`config.mk`:
```
export PLATFORM = sky130hd
export DESIGN_NAME = ctrl_stage_pipe_flat
export DESIGN_NICKNAME = d
export VERILOG_FILES = /design/src/rtl/ctrl_stage_pipe_pkg.sv /design/src/rtl/ctrl_stage_pipe_if.sv /design/src/rtl/ctrl_stage_pipe_fwd_sel.sv /design/src/rtl/ctrl_stage_pipe.sv /design/src/flat_wrapper.sv
export SDC_FILE = /design/constraint.sdc
export NUM_CORES = 1
export LEC_CHECK = 0
export ABC_AREA = 1
export ABC_CLOCK_PERIOD_IN_PS = 1500
export BUFFER_PORTS_ARGS = -buffer_cell sky130_fd_sc_hd__buf_2
export CAP_MARGIN = 20
export CORE_MARGIN = 2
export CORE_UTILIZATION = 50
export CTS_BUF_LIST = sky130_fd_sc_hd__clkbuf_4
export CTS_CLUSTER_DIAMETER = 80
export DETAILED_ROUTE_END_ITERATION = 10
export PLACE_DENSITY_LB_ADDON = 0.2
export SLEW_MARGIN = 15
export SYNTH_ARGS = -nofsm -noshare
export SYNTH_HDL_FRONTEND = slang
export SYNTH_SLANG_ARGS = --single-unit
```
`constraint.sdc`:
```
create_clock -name i_clk -period 1.5 [get_ports i_clk]
set_input_delay 0.075 -clock i_clk [delete_from_list [all_inputs] [get_ports i_clk]]
set_output_delay 0.075 -clock i_clk [all_outputs]
set_load 0.02 [all_outputs]
```
`src/rtl/ctrl_stage_pipe_pkg.sv`:
```
// Shared types and constants for the control-stage pipeline.
// Contents: register/ALUOp widths, forwarding select codes, the per-stage
// control sub-bundles, the full ID->EX bundle, the bubble constant and the
// destination-register helper.
package pipe_ctrl_pkg;

    localparam int unsigned REG_AW  = 5;
    localparam int unsigned ALUOP_W = 2;

    localparam logic [1:0] FWD_NONE = 2'b00;
    localparam logic [1:0] FWD_WB   = 2'b01;
    localparam logic [1:0] FWD_MEM  = 2'b10;

    localparam logic [REG_AW-1:0] REG_ZERO = '0;

    typedef struct packed {
        logic               alu_src;
        logic               extend_sel;
        logic               branch;
        logic               jump;
        logic [ALUOP_W-1:0] alu_op;
    } ex_ctrl_t;

    typedef struct packed {
        logic mem_read;
        logic mem_write;
    } mem_ctrl_t;

    typedef struct packed {
        logic reg_write;
        logic mem_to_reg;
    } wb_ctrl_t;

    // Contents of the ID/EX register.
    typedef struct packed {
        ex_ctrl_t          ex;
        mem_ctrl_t         mem;
        wb_ctrl_t          wb;
        logic [REG_AW-1:0] wreg;
        logic [REG_AW-1:0] rs;
        logic [REG_AW-1:0] rt;
    } ctrl_bundle_t;

    // Contents of the EX/MEM register.
    typedef struct packed {
        mem_ctrl_t         mem;
        wb_ctrl_t          wb;
        logic [REG_AW-1:0] wreg;
    } mem_stage_t;

    // Contents of the MEM/WB register.
    typedef struct packed {
        wb_ctrl_t          wb;
        logic [REG_AW-1:0] wreg;
    } wb_stage_t;

    localparam ctrl_bundle_t BUBBLE = '0;

    // Non-writing instructions carry wreg=0 so a don't-care RegDst can never
    // create a false hazard or forward downstream.
    function automatic logic [REG_AW-1:0] dest_reg(
        input logic              reg_write,
        input logic              reg_dst,
        input logic [REG_AW-1:0] rt,
        input logic [REG_AW-1:0] rd
    );
        if (!reg_write) begin
            return REG_ZERO;
        end
        return reg_dst ? rd : rt;
    endfunction

endpackage

```
`src/rtl/ctrl_stage_pipe_if.sv`:
```
// Decoded-control interface between the ID stage and the control pipeline.
// master: ID-side driver (enable, flush, decoded control, register fields);
//         observes stage outputs, stall and forwarding selects.
// slave:  the pipeline (ctrl_stage_pipe).
interface ctrl_stage_pipe_if;
    import pipe_ctrl_pkg::*;

    logic               en_reg;
    logic               flush_id;

    logic               id_RegDst;
    logic               id_ALUSrc;
    logic               id_MemtoReg;
    logic               id_RegWrite;
    logic               id_MemRead;
    logic               id_MemWrite;
    logic               id_Branch;
    logic               id_Jump;
    logic               id_ExtendSel;
    logic [ALUOP_W-1:0] id_ALUOp;
    logic [REG_AW-1:0]  id_rs;
    logic [REG_AW-1:0]  id_rt;
    logic [REG_AW-1:0]  id_rd;

    logic               ex_ALUSrc;
    logic               ex_ExtendSel;
    logic               ex_Branch;
    logic               ex_Jump;
    logic [ALUOP_W-1:0] ex_ALUOp;
    logic [REG_AW-1:0]  ex_rs;
    logic [REG_AW-1:0]  ex_rt;

    logic               mem_MemRead;
    logic               mem_MemWrite;
    logic               mem_RegWrite;
    logic               mem_MemtoReg;
    logic [REG_AW-1:0]  mem_wreg;

    logic               wb_RegWrite;
    logic               wb_MemtoReg;
    logic [REG_AW-1:0]  wb_wreg;

    logic               load_use_stall;
    logic [1:0]         fwd_a;
    logic [1:0]         fwd_b;

    modport master (
        output en_reg, flush_id,
        output id_RegDst, id_ALUSrc, id_MemtoReg, id_RegWrite, id_MemRead,
        output id_MemWrite, id_Branch, id_Jump, id_ExtendSel, id_ALUOp,
        output id_rs, id_rt, id_rd,
        input  ex_ALUSrc, ex_ExtendSel, ex_Branch, ex_Jump, ex_ALUOp, ex_rs, ex_rt,
        input  mem_MemRead, mem_MemWrite, mem_RegWrite, mem_MemtoReg, mem_wreg,
        input  wb_RegWrite, wb_MemtoReg, wb_wreg,
        input  load_use_stall, fwd_a, fwd_b
    );

    modport slave (
        input  en_reg, flush_id,
        input  id_RegDst, id_ALUSrc, id_MemtoReg, id_RegWrite, id_MemRead,
        input  id_MemWrite, id_Branch, id_Jump, id_ExtendSel, id_ALUOp,
        input  id_rs, id_rt, id_rd,
        output ex_ALUSrc, ex_ExtendSel, ex_Branch, ex_Jump, ex_ALUOp, ex_rs, ex_rt,
        output mem_MemRead, mem_MemWrite, mem_RegWrite, mem_MemtoReg, mem_wreg,
        output wb_RegWrite, wb_MemtoReg, wb_wreg,
        output load_use_stall, fwd_a, fwd_b
    );

endinterface

```
`src/rtl/ctrl_stage_pipe_fwd_sel.sv`:
```
// Single-operand forwarding select.
// i_src:                   EX-stage source register number
// i_mem_reg_write/i_mem_wreg: MEM-stage write enable and destination
// i_wb_reg_write/i_wb_wreg:   WB-stage write enable and destination
// o_sel:                   FWD_MEM, FWD_WB or FWD_NONE (MEM wins over WB)
module pipe_fwd_sel
    import pipe_ctrl_pkg::*;
(
    input  logic [REG_AW-1:0] i_src,
    input  logic              i_mem_reg_write,
    input  logic [REG_AW-1:0] i_mem_wreg,
    input  logic              i_wb_reg_write,
    input  logic [REG_AW-1:0] i_wb_wreg,
    output logic [1:0]        o_sel
);

    always_comb begin
        o_sel = FWD_NONE;
        if (i_mem_reg_write && (i_mem_wreg != REG_ZERO) && (i_mem_wreg == i_src)) begin
            o_sel = FWD_MEM;
        end else if (i_wb_reg_write && (i_wb_wreg != REG_ZERO) && (i_wb_wreg == i_src)) begin
            o_sel = FWD_WB;
        end
    end

endmodule

```
`src/rtl/ctrl_stage_pipe.sv`:
```
// Control pipeline for the EX, MEM and WB stages of the MIPS core.
// i_clk:   rising-edge clock
// i_rst_n: asynchronous active-low reset, clears every stage
// pipe_if: slave side of the decoded-control interface; carries enable, flush,
//          ID-stage control/register fields in and stage control, load-use
//          stall and operand forwarding selects out.
module ctrl_stage_pipe
    import pipe_ctrl_pkg::*;
(
    input  logic               i_clk,
    input  logic               i_rst_n,
    ctrl_stage_pipe_if.slave   pipe_if
);

    ctrl_bundle_t r_ex;
    mem_stage_t   r_mem;
    wb_stage_t    r_wb;

    ctrl_bundle_t w_id_bundle;
    ctrl_bundle_t w_ex_d;
    logic         w_load_use;
    logic [1:0]   w_fwd_a;
    logic [1:0]   w_fwd_b;

    always_comb begin
        w_id_bundle                = BUBBLE;
        w_id_bundle.ex.alu_src     = pipe_if.id_ALUSrc;
        w_id_bundle.ex.extend_sel  = pipe_if.id_ExtendSel;
        w_id_bundle.ex.branch      = pipe_if.id_Branch;
        w_id_bundle.ex.jump        = pipe_if.id_Jump;
        w_id_bundle.ex.alu_op      = pipe_if.id_ALUOp;
        w_id_bundle.mem.mem_read   = pipe_if.id_MemRead;
        w_id_bundle.mem.mem_write  = pipe_if.id_MemWrite;
        w_id_bundle.wb.reg_write   = pipe_if.id_RegWrite;
        w_id_bundle.wb.mem_to_reg  = pipe_if.id_MemtoReg;
        w_id_bundle.wreg           = dest_reg(pipe_if.id_RegWrite, pipe_if.id_RegDst,
                                              pipe_if.id_rt, pipe_if.id_rd);
        w_id_bundle.rs             = pipe_if.id_rs;
        w_id_bundle.rt             = pipe_if.id_rt;
    end

    // A load in EX whose result an ID operand needs; the bubble it causes
    // clears ex mem_read, so the stall lasts exactly one enabled cycle.
    assign w_load_use = r_ex.mem.mem_read && (r_ex.wreg != REG_ZERO) &&
                        ((r_ex.wreg == pipe_if.id_rs) || (r_ex.wreg == pipe_if.id_rt));

    always_comb begin
        w_ex_d = w_id_bundle;
        if (w_load_use || pipe_if.flush_id) begin
            w_ex_d = BUBBLE;
        end
    end

    always_ff @(posedge i_clk or negedge i_rst_n) begin
        if (!i_rst_n) begin
            r_ex  <= BUBBLE;
            r_mem <= '0;
            r_wb  <= '0;
        end else if (pipe_if.en_reg) begin
            r_ex       <= w_ex_d;
            r_mem.mem  <= r_ex.mem;
            r_mem.wb   <= r_ex.wb;
            r_mem.wreg <= r_ex.wreg;
            r_wb.wb    <= r_mem.wb;
            r_wb.wreg  <= r_mem.wreg;
        end
    end

    pipe_fwd_sel u_fwd_a (
        .i_src          (r_ex.rs),
        .i_mem_reg_write(r_mem.wb.reg_write),
        .i_mem_wreg     (r_mem.wreg),
        .i_wb_reg_write (r_wb.wb.reg_write),
        .i_wb_wreg      (r_wb.wreg),
        .o_sel          (w_fwd_a)
    );

    pipe_fwd_sel u_fwd_b (
        .i_src          (r_ex.rt),
        .i_mem_reg_write(r_mem.wb.reg_write),
        .i_mem_wreg     (r_mem.wreg),
        .i_wb_reg_write (r_wb.wb.reg_write),
        .i_wb_wreg      (r_wb.wreg),
        .o_sel          (w_fwd_b)
    );

    assign pipe_if.ex_ALUSrc      = r_ex.ex.alu_src;
    assign pipe_if.ex_ExtendSel   = r_ex.ex.extend_sel;
    assign pipe_if.ex_Branch      = r_ex.ex.branch;
    assign pipe_if.ex_Jump        = r_ex.ex.jump;
    assign pipe_if.ex_ALUOp       = r_ex.ex.alu_op;
    assign pipe_if.ex_rs          = r_ex.rs;
    assign pipe_if.ex_rt          = r_ex.rt;

    assign pipe_if.mem_MemRead    = r_mem.mem.mem_read;
    assign pipe_if.mem_MemWrite   = r_mem.mem.mem_write;
    assign pipe_if.mem_RegWrite   = r_mem.wb.reg_write;
    assign pipe_if.mem_MemtoReg   = r_mem.wb.mem_to_reg;
    assign pipe_if.mem_wreg       = r_mem.wreg;

    assign pipe_if.wb_RegWrite    = r_wb.wb.reg_write;
    assign pipe_if.wb_MemtoReg    = r_wb.wb.mem_to_reg;
    assign pipe_if.wb_wreg        = r_wb.wreg;

    assign pipe_if.load_use_stall = w_load_use;
    assign pipe_if.fwd_a          = w_fwd_a;
    assign pipe_if.fwd_b          = w_fwd_b;

endmodule
```
`src/flat_wrapper.sv`:
```
// flat-port wrapper written by rule: the top's interface ports become plain ports
module ctrl_stage_pipe_flat import pipe_ctrl_pkg::*;
  (i_clk, i_rst_n, pipe_if_en_reg, pipe_if_flush_id, pipe_if_id_RegDst, pipe_if_id_ALUSrc, pipe_if_id_MemtoReg, pipe_if_id_RegWrite, pipe_if_id_MemRead, pipe_if_id_MemWrite, pipe_if_id_Branch, pipe_if_id_Jump, pipe_if_id_ExtendSel, pipe_if_id_ALUOp, pipe_if_id_rs, pipe_if_id_rt, pipe_if_id_rd, pipe_if_ex_ALUSrc, pipe_if_ex_ExtendSel, pipe_if_ex_Branch, pipe_if_ex_Jump, pipe_if_ex_ALUOp, pipe_if_ex_rs, pipe_if_ex_rt, pipe_if_mem_MemRead, pipe_if_mem_MemWrite, pipe_if_mem_RegWrite, pipe_if_mem_MemtoReg, pipe_if_mem_wreg, pipe_if_wb_RegWrite, pipe_if_wb_MemtoReg, pipe_if_wb_wreg, pipe_if_load_use_stall, pipe_if_fwd_a, pipe_if_fwd_b);
  ctrl_stage_pipe_if pipe_if_i ();
  input  logic i_clk;
  input  logic i_rst_n;
  input wire logic [$bits(pipe_if_i.en_reg)-1:0] pipe_if_en_reg;
  input wire logic [$bits(pipe_if_i.flush_id)-1:0] pipe_if_flush_id;
  input wire logic [$bits(pipe_if_i.id_RegDst)-1:0] pipe_if_id_RegDst;
  input wire logic [$bits(pipe_if_i.id_ALUSrc)-1:0] pipe_if_id_ALUSrc;
  input wire logic [$bits(pipe_if_i.id_MemtoReg)-1:0] pipe_if_id_MemtoReg;
  input wire logic [$bits(pipe_if_i.id_RegWrite)-1:0] pipe_if_id_RegWrite;
  input wire logic [$bits(pipe_if_i.id_MemRead)-1:0] pipe_if_id_MemRead;
  input wire logic [$bits(pipe_if_i.id_MemWrite)-1:0] pipe_if_id_MemWrite;
  input wire logic [$bits(pipe_if_i.id_Branch)-1:0] pipe_if_id_Branch;
  input wire logic [$bits(pipe_if_i.id_Jump)-1:0] pipe_if_id_Jump;
  input wire logic [$bits(pipe_if_i.id_ExtendSel)-1:0] pipe_if_id_ExtendSel;
  input wire logic [$bits(pipe_if_i.id_ALUOp)-1:0] pipe_if_id_ALUOp;
  input wire logic [$bits(pipe_if_i.id_rs)-1:0] pipe_if_id_rs;
  input wire logic [$bits(pipe_if_i.id_rt)-1:0] pipe_if_id_rt;
  input wire logic [$bits(pipe_if_i.id_rd)-1:0] pipe_if_id_rd;
  output wire logic [$bits(pipe_if_i.ex_ALUSrc)-1:0] pipe_if_ex_ALUSrc;
  output wire logic [$bits(pipe_if_i.ex_ExtendSel)-1:0] pipe_if_ex_ExtendSel;
  output wire logic [$bits(pipe_if_i.ex_Branch)-1:0] pipe_if_ex_Branch;
  output wire logic [$bits(pipe_if_i.ex_Jump)-1:0] pipe_if_ex_Jump;
  output wire logic [$bits(pipe_if_i.ex_ALUOp)-1:0] pipe_if_ex_ALUOp;
  output wire logic [$bits(pipe_if_i.ex_rs)-1:0] pipe_if_ex_rs;
  output wire logic [$bits(pipe_if_i.ex_rt)-1:0] pipe_if_ex_rt;
  output wire logic [$bits(pipe_if_i.mem_MemRead)-1:0] pipe_if_mem_MemRead;
  output wire logic [$bits(pipe_if_i.mem_MemWrite)-1:0] pipe_if_mem_MemWrite;
  output wire logic [$bits(pipe_if_i.mem_RegWrite)-1:0] pipe_if_mem_RegWrite;
  output wire logic [$bits(pipe_if_i.mem_MemtoReg)-1:0] pipe_if_mem_MemtoReg;
  output wire logic [$bits(pipe_if_i.mem_wreg)-1:0] pipe_if_mem_wreg;
  output wire logic [$bits(pipe_if_i.wb_RegWrite)-1:0] pipe_if_wb_RegWrite;
  output wire logic [$bits(pipe_if_i.wb_MemtoReg)-1:0] pipe_if_wb_MemtoReg;
  output wire logic [$bits(pipe_if_i.wb_wreg)-1:0] pipe_if_wb_wreg;
  output wire logic [$bits(pipe_if_i.load_use_stall)-1:0] pipe_if_load_use_stall;
  output wire logic [$bits(pipe_if_i.fwd_a)-1:0] pipe_if_fwd_a;
  output wire logic [$bits(pipe_if_i.fwd_b)-1:0] pipe_if_fwd_b;
  assign pipe_if_i.en_reg = pipe_if_en_reg;
  assign pipe_if_i.flush_id = pipe_if_flush_id;
  assign pipe_if_i.id_RegDst = pipe_if_id_RegDst;
  assign pipe_if_i.id_ALUSrc = pipe_if_id_ALUSrc;
  assign pipe_if_i.id_MemtoReg = pipe_if_id_MemtoReg;
  assign pipe_if_i.id_RegWrite = pipe_if_id_RegWrite;
  assign pipe_if_i.id_MemRead = pipe_if_id_MemRead;
  assign pipe_if_i.id_MemWrite = pipe_if_id_MemWrite;
  assign pipe_if_i.id_Branch = pipe_if_id_Branch;
  assign pipe_if_i.id_Jump = pipe_if_id_Jump;
  assign pipe_if_i.id_ExtendSel = pipe_if_id_ExtendSel;
  assign pipe_if_i.id_ALUOp = pipe_if_id_ALUOp;
  assign pipe_if_i.id_rs = pipe_if_id_rs;
  assign pipe_if_i.id_rt = pipe_if_id_rt;
  assign pipe_if_i.id_rd = pipe_if_id_rd;
  assign pipe_if_ex_ALUSrc = pipe_if_i.ex_ALUSrc;
  assign pipe_if_ex_ExtendSel = pipe_if_i.ex_ExtendSel;
  assign pipe_if_ex_Branch = pipe_if_i.ex_Branch;
  assign pipe_if_ex_Jump = pipe_if_i.ex_Jump;
  assign pipe_if_ex_ALUOp = pipe_if_i.ex_ALUOp;
  assign pipe_if_ex_rs = pipe_if_i.ex_rs;
  assign pipe_if_ex_rt = pipe_if_i.ex_rt;
  assign pipe_if_mem_MemRead = pipe_if_i.mem_MemRead;
  assign pipe_if_mem_MemWrite = pipe_if_i.mem_MemWrite;
  assign pipe_if_mem_RegWrite = pipe_if_i.mem_RegWrite;
  assign pipe_if_mem_MemtoReg = pipe_if_i.mem_MemtoReg;
  assign pipe_if_mem_wreg = pipe_if_i.mem_wreg;
  assign pipe_if_wb_RegWrite = pipe_if_i.wb_RegWrite;
  assign pipe_if_wb_MemtoReg = pipe_if_i.wb_MemtoReg;
  assign pipe_if_wb_wreg = pipe_if_i.wb_wreg;
  assign pipe_if_load_use_stall = pipe_if_i.load_use_stall;
  assign pipe_if_fwd_a = pipe_if_i.fwd_a;
  assign pipe_if_fwd_b = pipe_if_i.fwd_b;
  ctrl_stage_pipe u_core (.i_clk(i_clk), .i_rst_n(i_rst_n), .pipe_if(pipe_if_i));
endmodule
```
==> summary.md, run 1 <==
| Metric | Value |
|---|---|
| Final core occ | `between 70% and 80%` |
| Critical Path AT | `between 1500 and 2000 ps` |
| Slowest CP cell | `dfrtp_2` |
| Antenna-violating nets left | `0` |
| Most frequent cells in the layout | `nand2_1, buf_2, dfrtp_1, inv_1, dlygate4sd3_1` |
| First-pass GRT wire length | `9.67 mm` |
| Vias in the first global route | `around 2100` |
| ANT cells | `0` |
| Nets | `411` |
| HP Start | `pipe_if_id_rt[2]` |
| Worst Setup Path Type | `reg -> out` |
| Worst-Margin Slew | `515 ps` |
| IO Count | `67` |
| CP peak stage delay | `~480 ps` |
| Initial antenna violation count | `0` |
| Main flop type after synthesis | `dfrtp_1` |
| Status | `finished with violations` |
| Pwr Density | `roughly 830 nW/um^2` |
| Combined area of the multi-input logic cells | `~1200 sq um` |
| Initial Util | `between 50% and 60%` |
| Post-synth net total | `about 320` |
| Register area | `approximately 1000 sq um` |
| WL/cell | `13.7 um` |
| Post-Syn Area | `~2300 sq um` |
| Post-synth cell types | `24` |
| DR iter-0 viols | `85` |
| Average size of a mapped cell | `7.89 sq um` |
| Number of cells on the critical path | `6` |
| Failing checks | `negative setup slack` |
| TritonCTS Sinks | `41` |
| CTS tree | `yes` |
| Commonest non-fill, non-tap cell in the layout | `nand2_1` |
| Final setup margin | `-155 ps` |
| Port buffer count | `66` |
| Root Buffer Master | `clkbuf_4` |
| Worst Reg-to-Reg Cells | `9` |
| Chip height | `between 70 and 80 um` |
| Gr ovfl total | `0` |
| Worst-Skew Late Latency | `between 300 and 400 ps` |
| Endpoints failing setup | `13` |
| Via/cell ratio | `5.01` |
| Min cycle time layout | `around 1700 ps` |
| Crit start category | `flip-flop` |
| Ys async rst share | `100%` |
| TritonRoute pass-1 iters | `4` |
| Routability congestion estimate from global placement | `about 0.8` |
| Maximum clock path buffer count | `2` |
| Synthesis-stage register bit count | `41` |
| Kind of end point of the critical path | `primary output` |
| Maximum vdd drop | `0.502 mV` |
| Max-capacitance violation count | `0` |
| Layout cells sized above 1 | `about two fifths` |
| RSZ-0062 raised after global routing | `true` |
| YS warnings | `0` |
| Max Slew Vio Count | `0` |
| Hold slack final | `about 1.5 ps` |
| TritonCTS Buffers | `5` |
| Hold Fails Final Rpt | `0` |
| Crit-path cells | `xnor2_2 -> nand3_1 -> nor3_2 -> nand2_1 -> nor2_1 -> buf_4` |
| Critical Path Start | `u_core.pipe_if.ex_rt[1]$_DFFE_PN0P_` |
| Family with the most delay on the worst path | `flip-flops` |
| Post-route clock period utilization | `110%` |
| Min-delay worst type | `in -> reg` |
| CP required | `about 1400 ps` |
| Num rows | `24` |
| # H-tree levels | `2` |
| Slew margin rel. | `65.6%` |
| Overall routing resource usage | `24.0%` |
| Core footprint | `4380 sq um` |
| DIE AREA | `just over 5000 sq um` |
| Register area share after synthesis | `45.0%` |
| Area grow syn2layout | `41.6%` |
| Clock Skew | `approximately 8.2 ps` |
| DR vias | `roughly 2200` |
| Filler Cells Inserted | `between 300 and 400` |
| Clock slew at reported path FFs | `120 ps` |
| Static leakage | `approximately 1.7 nW` |
| Die W | `71.5 um` |
| Fmax | `a little over 600 MHz` |
| Setup tns final | `-615 ps` |
| Largest net degree at the start of global routing | `48` |
| Dpl hpwl | `roughly 3.8 mm` |
| Routed WL | `between 5 and 6 mm` |
| DP Worst Slack | `between 20 and 30 ps` |
| Post-route DRC | `0` |
| Cell count after synthesis | `~290` |
| Hold Crit Depth | `3` |
| R2R Path Start | `u_core.r_ex[14]$_DFFE_PN0P_` |
| Critical path peak fanout | `4` |
| Number of synthesized flops with an enable pin | `0` |
| CP bufs+invs | `1` |
-- layout make-up --
class / count / area share (%)
multi-input cells: 199 / 37.7
flip-flops and latches: 41 / 32.4
repair buffers: 106 / 23.0
inverters: 28 / 3.25
well taps: 52 / 2.01
clock buffers: 6 / 1.39
clock inverters: 2 / 0.310
-- per-layer routing --
metal	vias to the layer above	share of wire, %	wire, um	global-route usage [%]
met5	-	0	0	0
li1	1077	-	-	-
met3	6	4.9	290	4.08
met2	60	53	3160	41.5
met1	1032	41	2460	31.3
met4	0	1.0	61	6.50
-- stage by stage --
stage                     cell area, sq um  power [mW]  std cells
after floorplan                       2310        1.73        289
after global placement                2620        1.91        390
after detailed placement              2620        1.92        390
after CTS                             3040        2.58        427
after global routing                  3230        2.80        434
final                                 3230        2.67        434
-- worst reg2reg max path: stages (launching register included) --
cell     delay [ps]
dfrtp_2         460
buf_6           130
xnor2_2         140
nand3_1         100
nand2_2         100
nand2_4          60
buf_6           120
buf_8           130
nand2_8         110
o21ai_2          70
-- flip-flops by register name, summed over array words and instances (netlist names), 2 cells and up --
register                 count
u_core.r_ex                  9
u_core.pipe_if.ex_rt         5
u_core.pipe_if.mem_wreg      5
u_core.pipe_if.ex_rs         5
u_core.pipe_if.ex_ALUOp      2
u_core.pipe_if.wb_wreg       5
-- timing repair --
action                                  CTS  global route
pin swaps                                15            23
gates resized for setup                  20            48
gates cloned                              0             1
buffers inserted                          9             8
endpoints found under the setup margin    5            29
endpoints found under the hold margin    60             0
hold buffers                             20             0
-- cell usage after synthesis, types with 3 or more instances --
| library cell | instances | share of area (%) |
|---|---|---|
| xnor2_1 | 14 | 5.4 |
| nand2_1 | 99 | 16 |
| o21ai_0 | 23 | 5.0 |
| clkbuf_1 | 6 | 0.99 |
| o21ai_2 | 10 | 3.8 |
| inv_2 | 3 | 0.49 |
| inv_1 | 24 | 3.9 |
| nor2_1 | 16 | 2.6 |
| dfrtp_1 | 41 | 45 |
| xor2_1 | 8 | 3.1 |
| nand4_1 | 7 | 1.9 |
| buf_4 | 12 | 3.9 |
| a21oi_1 | 3 | 0.66 |
| nand3_1 | 8 | 1.8 |
-- power breakdown --
group          internal (mW)  total, mW  switching, mW
clock                  0.197      0.575          0.378
sequential              1.20       1.31          0.114
combinational          0.348      0.780          0.431
-- final timing paths --
kind	to	slack, ps
min reg2reg	u_core.pipe_if.mem_MemWrite$_DFFE_PN0P_	490
max in group asynchronous	u_core.pipe_if.wb_wreg[1]$_DFFE_PN0P_	1100
min	u_core.pipe_if.ex_rt[2]$_DFFE_PN0P_	2
min in group asynchronous	u_core.pipe_if.ex_Branch$_DFFE_PN0P_	180
max reg2reg	u_core.r_ex[15]$_DFFE_PN0P_	-20
max	pipe_if_fwd_b[0]	-160
-- logic make-up (layout without fill, tap and decap cells) --
| kind of cell | count (synthesis) | count (layout) | share of synthesized area (%) |
|---|---|---|---|
| buffers and inverters | 50 | 142 | 11.0 |
| AO/OA/AOI/OAI | 37 | 37 | 9.87 |
| multiplexers | 2 | 2 | 0.878 |
| flip-flops | 41 | 41 | 45.0 |
| XOR/XNOR | 22 | 22 | 8.45 |
| AND/OR/NAND/NOR | 137 | 138 | 24.8 |
No activity file was read; power rests on OpenSTA's default activity.
==> run 2, diff against run 1 <==
ABC_CLOCK_PERIOD_IN_PS = 1300   (was 1500)
CORE_UTILIZATION = 48   (was 50)
clock period = 1.3 ns   (was 1.5 ns; I/O delays follow)
==> summary.md, run 2 (same netlist as run 1, synthesis figures left out) <==
| Metric | Value |
|---|---|
| Status | `finished with violations` |
| Failing checks | `negative setup slack` |
| IO Count | `67 (unchanged)` |
| Endpoints failing setup | `30 (+17)` |
| Clock slew at reported path FFs | `120 ps (about the same)` |
| Port buffer count | `66 (unchanged)` |
| Fmax | `593 MHz` |
| TritonRoute pass-1 iters | `4 (unchanged)` |
| Slew margin rel. | `60.3% (-5.3 points)` |
| Largest register FFs | `9 (unchanged)` |
| Pint | `1.98 mW (+14%)` |
| Dpl hpwl | `3.85 mm (+2.6%)` |
| Clock share of power | `21.2% (-0.4 points)` |
| Fin area | `3250 sq um (+0.50%)` |
| Setup tns final | `-6000 ps (-5390 ps)` |
| Via/cell ratio | `4.88 (-2.6%)` |
| TritonCTS Buffers | `5 (unchanged)` |
| CTS tree | `yes` |
| Routability congestion estimate from global placement | `0.756 (-2.8%)` |
| R2r endpoint | `u_core.pipe_if.ex_rs[3]$_DFFE_PN0P_` |
| Worst-Skew Late Latency | `370 ps (about the same)` |
| Initial Util | `48.9% (-3.1 points)` |
| DR iter-0 viols | `116 (+36%)` |
| P_sw | `1.05 mW (+14%)` |
| Min-delay worst type | `in -> reg` |
| Area grow syn2layout | `42.3%` |
| Root Buffer Master | `clkbuf_4` |
| Critical path endpoint | `pipe_if_fwd_a[1]` |
| Largest net degree at the start of global routing | `42 (-13%)` |
| Overall routing resource usage | `24.3% (+0.26 points)` |
| Crit-path cells | `xnor2_1 -> nand3_2 -> nor4_4 -> buf_4` |
| # H-tree levels | `2 (unchanged)` |
| Net Sw Frac | `34.6% (about the same)` |
| Critical Path Start | `u_core.pipe_if.mem_wreg[2]$_DFFE_PN0P_` |
| DR vias | `2176 (+0.046%)` |
| Commonest non-fill, non-tap cell in the layout | `nand2_1` |
| Chip height | `72.9 um (+1.9%)` |
| Initial antenna violation count | `0 (unchanged)` |
| Clock Skew | `10.3 ps (+2.12 ps)` |
| Final core occ | `69.6% (-4.0 points)` |
| DP Worst Slack | `-156 ps (-186 ps)` |
| TritonCTS Sinks | `41 (unchanged)` |
| Worst Reg-to-Reg Cells | `8 (-1)` |
| CP required | `1240 ps (-180 ps)` |
| Post-route clock period utilization | `130%` |
| Vias in the first global route | `2126 (+0.62%)` |
| Critical Path AT | `1620 ps (+40 ps)` |
| Static leakage | `1.71 nW (+0.33%)` |
| Largest register by flop count | `u_core.r_ex` |
| Num rows | `25 (+4.2%)` |
| Max Slew Vio Count | `0 (unchanged)` |
| Hold Fails Final Rpt | `0 (unchanged)` |
| Maximum vdd drop | `0.457 mV (-9.0%)` |
| WL/cell | `13.1 um (-4.6%)` |
| Crit start category | `flip-flop` |
| Slowest CP cell | `dfrtp_2` |
| Antenna-violating nets left | `0 (unchanged)` |
| Nets | `421 (+2.4%)` |
| Routed WL | `5.85 mm (-1.9%)` |
| Max-capacitance violation count | `0 (unchanged)` |
| Worst Setup Path Type | `reg -> out` |
| Gr ovfl total | `0 (unchanged)` |
| Hold Crit Depth | `5 (+2)` |
| RSZ-0062 raised after global routing | `true` |
| Final Power | `3.03 mW (+14%)` |
| Worst-Margin Slew | `595 ps (+79.6 ps)` |
| Kind of end point of the critical path | `primary output` |
| Critical path peak fanout | `4 (unchanged)` |
| Maximum clock path buffer count | `2 (unchanged)` |
| Placed Instance Area | `2720 sq um (+3.8%)` |
| Combinational power share | `29.6% (+0.4 points)` |
| Layout cells sized above 1 | `39.5% (-1.0 points)` |
| CP peak stage delay | `450 ps (-30 ps)` |
| Filler Cells Inserted | `385 (+19%)` |
| Pwr Density | `935 nW/um^2 (+13%)` |
| Min cycle time layout | `about 1700 ps` |
| DIE AREA | `5320 sq um (+3.9%)` |
| R2R Path Start | `u_core.r_ex[12]$_DFFE_PN0P_` |
| Post-route DRC | `0 (unchanged)` |
| R2r setup slk | `-220 ps (-200 ps)` |
| ANT cells | `0 (unchanged)` |
| Most frequent cells in the layout | `nand2_1, buf_2, dfrtp_1, buf_4, dlygate4sd3_1` |
| Final setup margin | `-386 ps (-231 ps)` |
| Register share of total power | `49.2% (about the same)` |
| Die W | `72.9 um (+1.9%)` |
| First-pass GRT wire length | `9.74 mm (+0.71%)` |
| Core footprint | `4660 sq um (+6.3%)` |
run 2: changes by cell type in the layout (fill, tap and decap cells not counted), sizes merged:
cell | previous run | this run
buf | 86 | 94
clkbuf | 6 | 5
clkinvlp | 0 | 1
dlygate4sd3 | 20 | 21
nand2 | 103 | 104
run 2: per-layer routing:
| metal | vias to the layer above | global-route usage [%] | routed length, um |
|---|---|---|---|
| met3 | 8 | 4.70 | 236 |
| met5 | - | 0 | 0 |
| li1 | 1106 | - | - |
| met4 | 0 | 8.64 | 93 |
| met1 | 1004 | 30.4 | 2550 |
| met2 | 58 | 41.7 | 2970 |
run 2: power groups by stage:
stage	registers (mW)	clock network [mW]	logic [mW]
floorplan	1.56	0	0.441
global placement	1.51	0	0.737
detailed placement	1.51	0	0.745
CTS	1.49	0.655	0.881
global route	1.51	0.711	0.981
finish	1.49	0.643	0.898
run 2: worst max-delay path, delay by kind of cell (launching register included):
kind | cells | cell delay (ps)
buffers and inverters | 1 | 200
AND/OR/NAND/NOR | 2 | 410
flip-flops | 1 | 450
XOR/XNOR | 1 | 190
run 2: worst min-delay path by stage:
stage                          start                                     end  slack (ps)
floorplan                    i_rst_n  u_core.pipe_if.ex_ALUOp[0]$_DFFE_PN0P_        -230
global placement             i_rst_n    u_core.pipe_if.ex_Branch$_DFFE_PN0P_          50
detailed placement           i_rst_n    u_core.pipe_if.ex_Branch$_DFFE_PN0P_          50
CTS                 pipe_if_id_rd[4]             u_core.r_ex[14]$_DFFE_PN0P_          80
global route        pipe_if_id_rd[1]             u_core.r_ex[11]$_DFFE_PN0P_         140
finish              pipe_if_id_rd[4]             u_core.r_ex[14]$_DFFE_PN0P_          80
run 2: per-stage QoR:
step,hold WS (ps),cells
2_1_floorplan,-231,289
3_3_place_gp,52.3,404
3_5_place_dp,53.8,404
4_1_cts,80.5,446
5_1_grt,139,446
6_report,83.0,446
run 2: area by class of cell:
| type | instances | area (sq um) | share of cell area [%] |
|---|---|---|---|
| flip-flops and latches | 41 | 1040 | 32.1 |
| inverters | 28 | 105 | 3.24 |
| clock inverters | 3 | 17.5 | 0.540 |
| well taps | 54 | 67.6 | 2.08 |
| clock buffers | 5 | 37.5 | 1.16 |
| multi-input cells | 200 | 1170 | 36.1 |
| repair buffers | 115 | 805 | 24.8 |
run 2: what timing repair did:
item / 4_1_cts / 5_1_grt
setup buffers: 11 / 1
resized for setup: 41 / 13
hold endpoints to repair: 61 / 0
hold buffers: 21 / 0
cloned: 2 / 0
setup endpoints to repair: 30 / 31
pin swaps: 20 / 15
==> run 3, diff against run 2 <==
ABC_AREA = 0   (was 1)
CORE_UTILIZATION = 49   (was 48)
==> summary.md, run 3 <==
| Metric | Value |
|---|---|
| Worst Setup Path Type | `reg -> out` |
| R2R Path Start | `u_core.r_ex[10]$_DFFE_PN0P_` |
| CTS tree | `yes` |
| Dpl hpwl | `4.34 mm (+13%)` |
| Vias in the first global route | `2143 (+0.80%)` |
| Pwr Density | `1310 nW/um^2 (+40%)` |
| Maximum vdd drop | `0.780 mV (+71%)` |
| Core footprint | `4690 sq um (+0.67%)` |
| CP required | `1240 ps (about the same)` |
| Clock share of power | `22.6% (+1.4 points)` |
| TritonCTS Sinks | `41 (unchanged)` |
| HP Start | `pipe_if_id_rs[4]` |
| Initial antenna violation count | `0 (unchanged)` |
| R2r endpoint | `u_core.pipe_if.ex_rs[1]$_DFFE_PN0P_` |
| Min-delay worst type | `in -> reg` |
| # H-tree levels | `2 (unchanged)` |
| Routability congestion estimate from global placement | `0.792 (+4.7%)` |
| Gr ovfl total | `0 (unchanged)` |
| Fmax | `490 MHz (-17%)` |
| Synth top cells by count | `dfrtp_1, nand2_1, a32oi_1` |
| Worst Reg-to-Reg Cells | `7 (-1)` |
| Overall routing resource usage | `27.9% (+3.6 points)` |
| CP bufs+invs | `1 (unchanged)` |
| Post-synth cell types | `26 (+8.3%)` |
| Post-route DRC | `0 (unchanged)` |
| Largest net degree at the start of global routing | `26 (-38%)` |
| Register area share after synthesis | `43.1% (-1.9 points)` |
| Root Buffer Master | `clkbuf_4` |
| Synth area leaders | `dfrtp_1, mux2_1, a32oi_1` |
| Max Slew Vio Count | `0 (unchanged)` |
| Hold slack final | `-6.91 ps (-89.9 ps)` |
| Worst-Skew Late Latency | `390 ps (+20 ps)` |
| Average size of a mapped cell | `11.0 sq um (+40%)` |
| Initial Util | `50.7% (+1.8 points)` |
| Slew margin rel. | `62.6% (+2.3 points)` |
| Crit-path cells | `xor2_1 -> or4_4 -> nor4_4 -> buf_4` |
| Static leakage | `1.66 nW (-3.1%)` |
| Register share of total power | `35.2% (-14 points)` |
| Via/cell ratio | `5.63 (+15%)` |
| Main flop type after synthesis | `dfrtp_1` |
| Max-capacitance violation count | `0 (unchanged)` |
| Family with the most delay on the worst path | `simple AND/OR/NAND/NOR gates` |
| Net Sw Frac | `36.1% (+1.5 points)` |
| Port buffer count | `66 (unchanged)` |
| Slowest CP cell | `or4_4` |
| Critical path peak fanout | `4 (unchanged)` |
| P_sw | `1.71 mW (+63%)` |
| Die W | `73.7 um (+1.0%)` |
| Worst-Margin Slew | `561 ps (-34.2 ps)` |
| Combinational power share | `42.2% (+13 points)` |
| WHS Endpoint | `u_core.pipe_if.ex_rs[4]$_DFFE_PN0P_` |
| Largest register FFs | `9 (unchanged)` |
| Final Power | `4.74 mW (+56%)` |
| Largest area contributor in the netlist | `dfrtp_1` |
| Commonest non-fill, non-tap cell in the layout | `buf_2` |
| R2r setup slk | `-480 ps (-260 ps)` |
| Synthesis-stage register bit count | `41 (unchanged)` |
| RSZ-0062 raised after global routing | `true` |
| Final core occ | `77.1% (+7.5 points)` |
| Maximum clock path buffer count | `2 (unchanged)` |
| IO Count | `67 (unchanged)` |
| Post-Syn Area | `2380 sq um (+4.3%)` |
| DR iter-0 viols | `117 (+0.86%)` |
| YS warnings | `0 (unchanged)` |
| Min cycle time layout | `2040 ps (+355 ps)` |
| Crit start category | `flip-flop` |
| Number of synthesized flops with an enable pin | `0 (unchanged)` |
| Number of cells on the critical path | `4 (unchanged)` |
| TritonCTS Buffers | `5 (unchanged)` |
| First-pass GRT wire length | `11.2 mm (+15%)` |
| Nets | `358 (-15%)` |
| Hold Crit Depth | `3 (-2)` |
| Post-route clock period utilization | `157% (+27 points)` |
| TritonRoute pass-1 iters | `4 (unchanged)` |
| Kind of end point of the critical path | `primary output` |
| Hold Fails Final Rpt | `1 (+1)` |
| Final setup margin | `-741 ps (-355 ps)` |
| Ys async rst share | `100% (unchanged)` |
| Routed WL | `7.07 mm (+21%)` |
| Endpoints failing setup | `30 (unchanged)` |
| Num rows | `25 (unchanged)` |
| Dominant cell by count in the synthesized netlist | `dfrtp_1` |
| Post-synth net total | `246 (-23%)` |
| Area grow syn2layout | `52.0%` |
| ANT cells | `0 (unchanged)` |
| Chip height | `73.7 um (+1.0%)` |
| Share of the synthesized area in the top cell type | `43.1% (-1.9 points)` |
| CP peak stage delay | `560 ps (+110 ps)` |
| Cell count after synthesis | `216 (-25%)` |
| WL/cell | `18.5 um (+41%)` |
| Pint | `3.02 mW (+52%)` |
| DIE AREA | `5430 sq um (+2.1%)` |
| Clock slew at reported path FFs | `130 ps (about the same)` |
| Largest register by flop count | `u_core.r_ex` |
| Critical Path AT | `1980 ps (+360 ps)` |
| Failing checks | `negative hold slack, negative setup slack` |
| Most frequent cells in the layout | `buf_2, buf_4, dfrtp_1, nand2_1` |
| Antenna-violating nets left | `0 (unchanged)` |
| DR vias | `2158 (-0.83%)` |
| Clock Skew | `19.6 ps (+9.30 ps)` |
| Status | `finished with violations` |
| Layout cells sized above 1 | `54.4% (+15 points)` |
[run 3: cell types whose count changed after synthesis, moves of 6 or more]
cell,change
o21ai_0,-23
inv_1,-24
nor2_1,-16
xor2_1,+6
mux2_1,+21
o21ai_1,+9
o21ai_2,+8
nand2_1,-72
nand4_1,-7
a32oi_1,+24
[run 3: cell type report]
cell class	count	area, sq um
inverter	1	3.75
clock buffer	5	37.5
clock inverter	3	65.1
tap	54	67.6
sequential	41	1040
fill	299	1070
timing repair buffer	131	980
multi-input combinational	148	1430
[run 3: worst max path at each step]
stage	start	endpoint
after detailed placement	u_core.pipe_if.wb_wreg[2]$_DFFE_PN0P_	pipe_if_fwd_b[0]
after global placement	u_core.pipe_if.wb_wreg[2]$_DFFE_PN0P_	pipe_if_fwd_b[0]
final	u_core.pipe_if.wb_wreg[2]$_DFFE_PN0P_	pipe_if_fwd_b[0]
after global routing	u_core.pipe_if.wb_wreg[2]$_DFFE_PN0P_	pipe_if_fwd_b[0]
after CTS	u_core.pipe_if.wb_wreg[4]$_DFFE_PN0P_	pipe_if_fwd_b[0]
after floorplan	u_core.pipe_if.mem_wreg[0]$_DFFE_PN0P_	pipe_if_fwd_a[0]
[run 3: power by group through the flow]
| stage | logic, mW | registers [mW] | clock network, mW |
|---|---|---|---|
| final | 2.00 | 1.67 | 1.07 |
| after global routing | 2.12 | 1.69 | 1.12 |
| after global placement | 1.54 | 1.66 | 0 |
| after floorplan | 0.854 | 1.82 | 0 |
| after detailed placement | 1.57 | 1.67 | 0 |
| after CTS | 1.90 | 1.65 | 1.05 |
[run 3: kinds of logic (layout without fill, tap and decap cells)]
| family | after synthesis | in the layout | synth area share [%] |
|---|---|---|---|
| XOR/XNOR | 30 | 30 | 11.0 |
| AO/OA/AOI/OAI | 54 | 54 | 19.2 |
| flip-flops | 41 | 41 | 43.1 |
| AND/OR/NAND/NOR | 43 | 43 | 9.25 |
| multiplexers | 21 | 21 | 9.94 |
| buffers and inverters | 27 | 140 | 7.47 |
[run 3: repair_timing]
action | in CTS | in global routing
setup buffers | 10 | 4
setup endpoints to repair | 30 | 32
endpoints found under the hold margin | 61 | 0
gates resized for setup | 34 | 22
cloned | 2 | 0
pin swaps | 7 | 10
hold buffers | 21 | 0
[run 3: routing by layer]
metal	wire length, um	vias up	GRT usage [%]
met1	3160	1049	36.5
met3	294	14	4.39
li1	-	1011	-
met2	3480	84	46.0
met5	0	-	0
met4	131	0	11.1
[run 3: worst reg2reg max path, delay by kind of cell (launching register included)]
kind	cells	cell delay, ps
buffers and inverters	3	340
flip-flops	1	400
AND/OR/NAND/NOR	1	550
AO/OA/AOI/OAI	3	420
[run 3: through the flow]
stage	setup TNS, ps	setup WS [ps]	cell area, sq um	instances	hold WS, ps
floorplan	-6960	-336	2440	216	-231
global placement	-6760	-316	2960	343	28.7
detailed placement	-7710	-365	2960	343	38.5
CTS	-14440	-754	3530	383	2.01
global route	-14750	-827	3620	383	-9.00
finish	-12730	-741	3620	383	-6.91
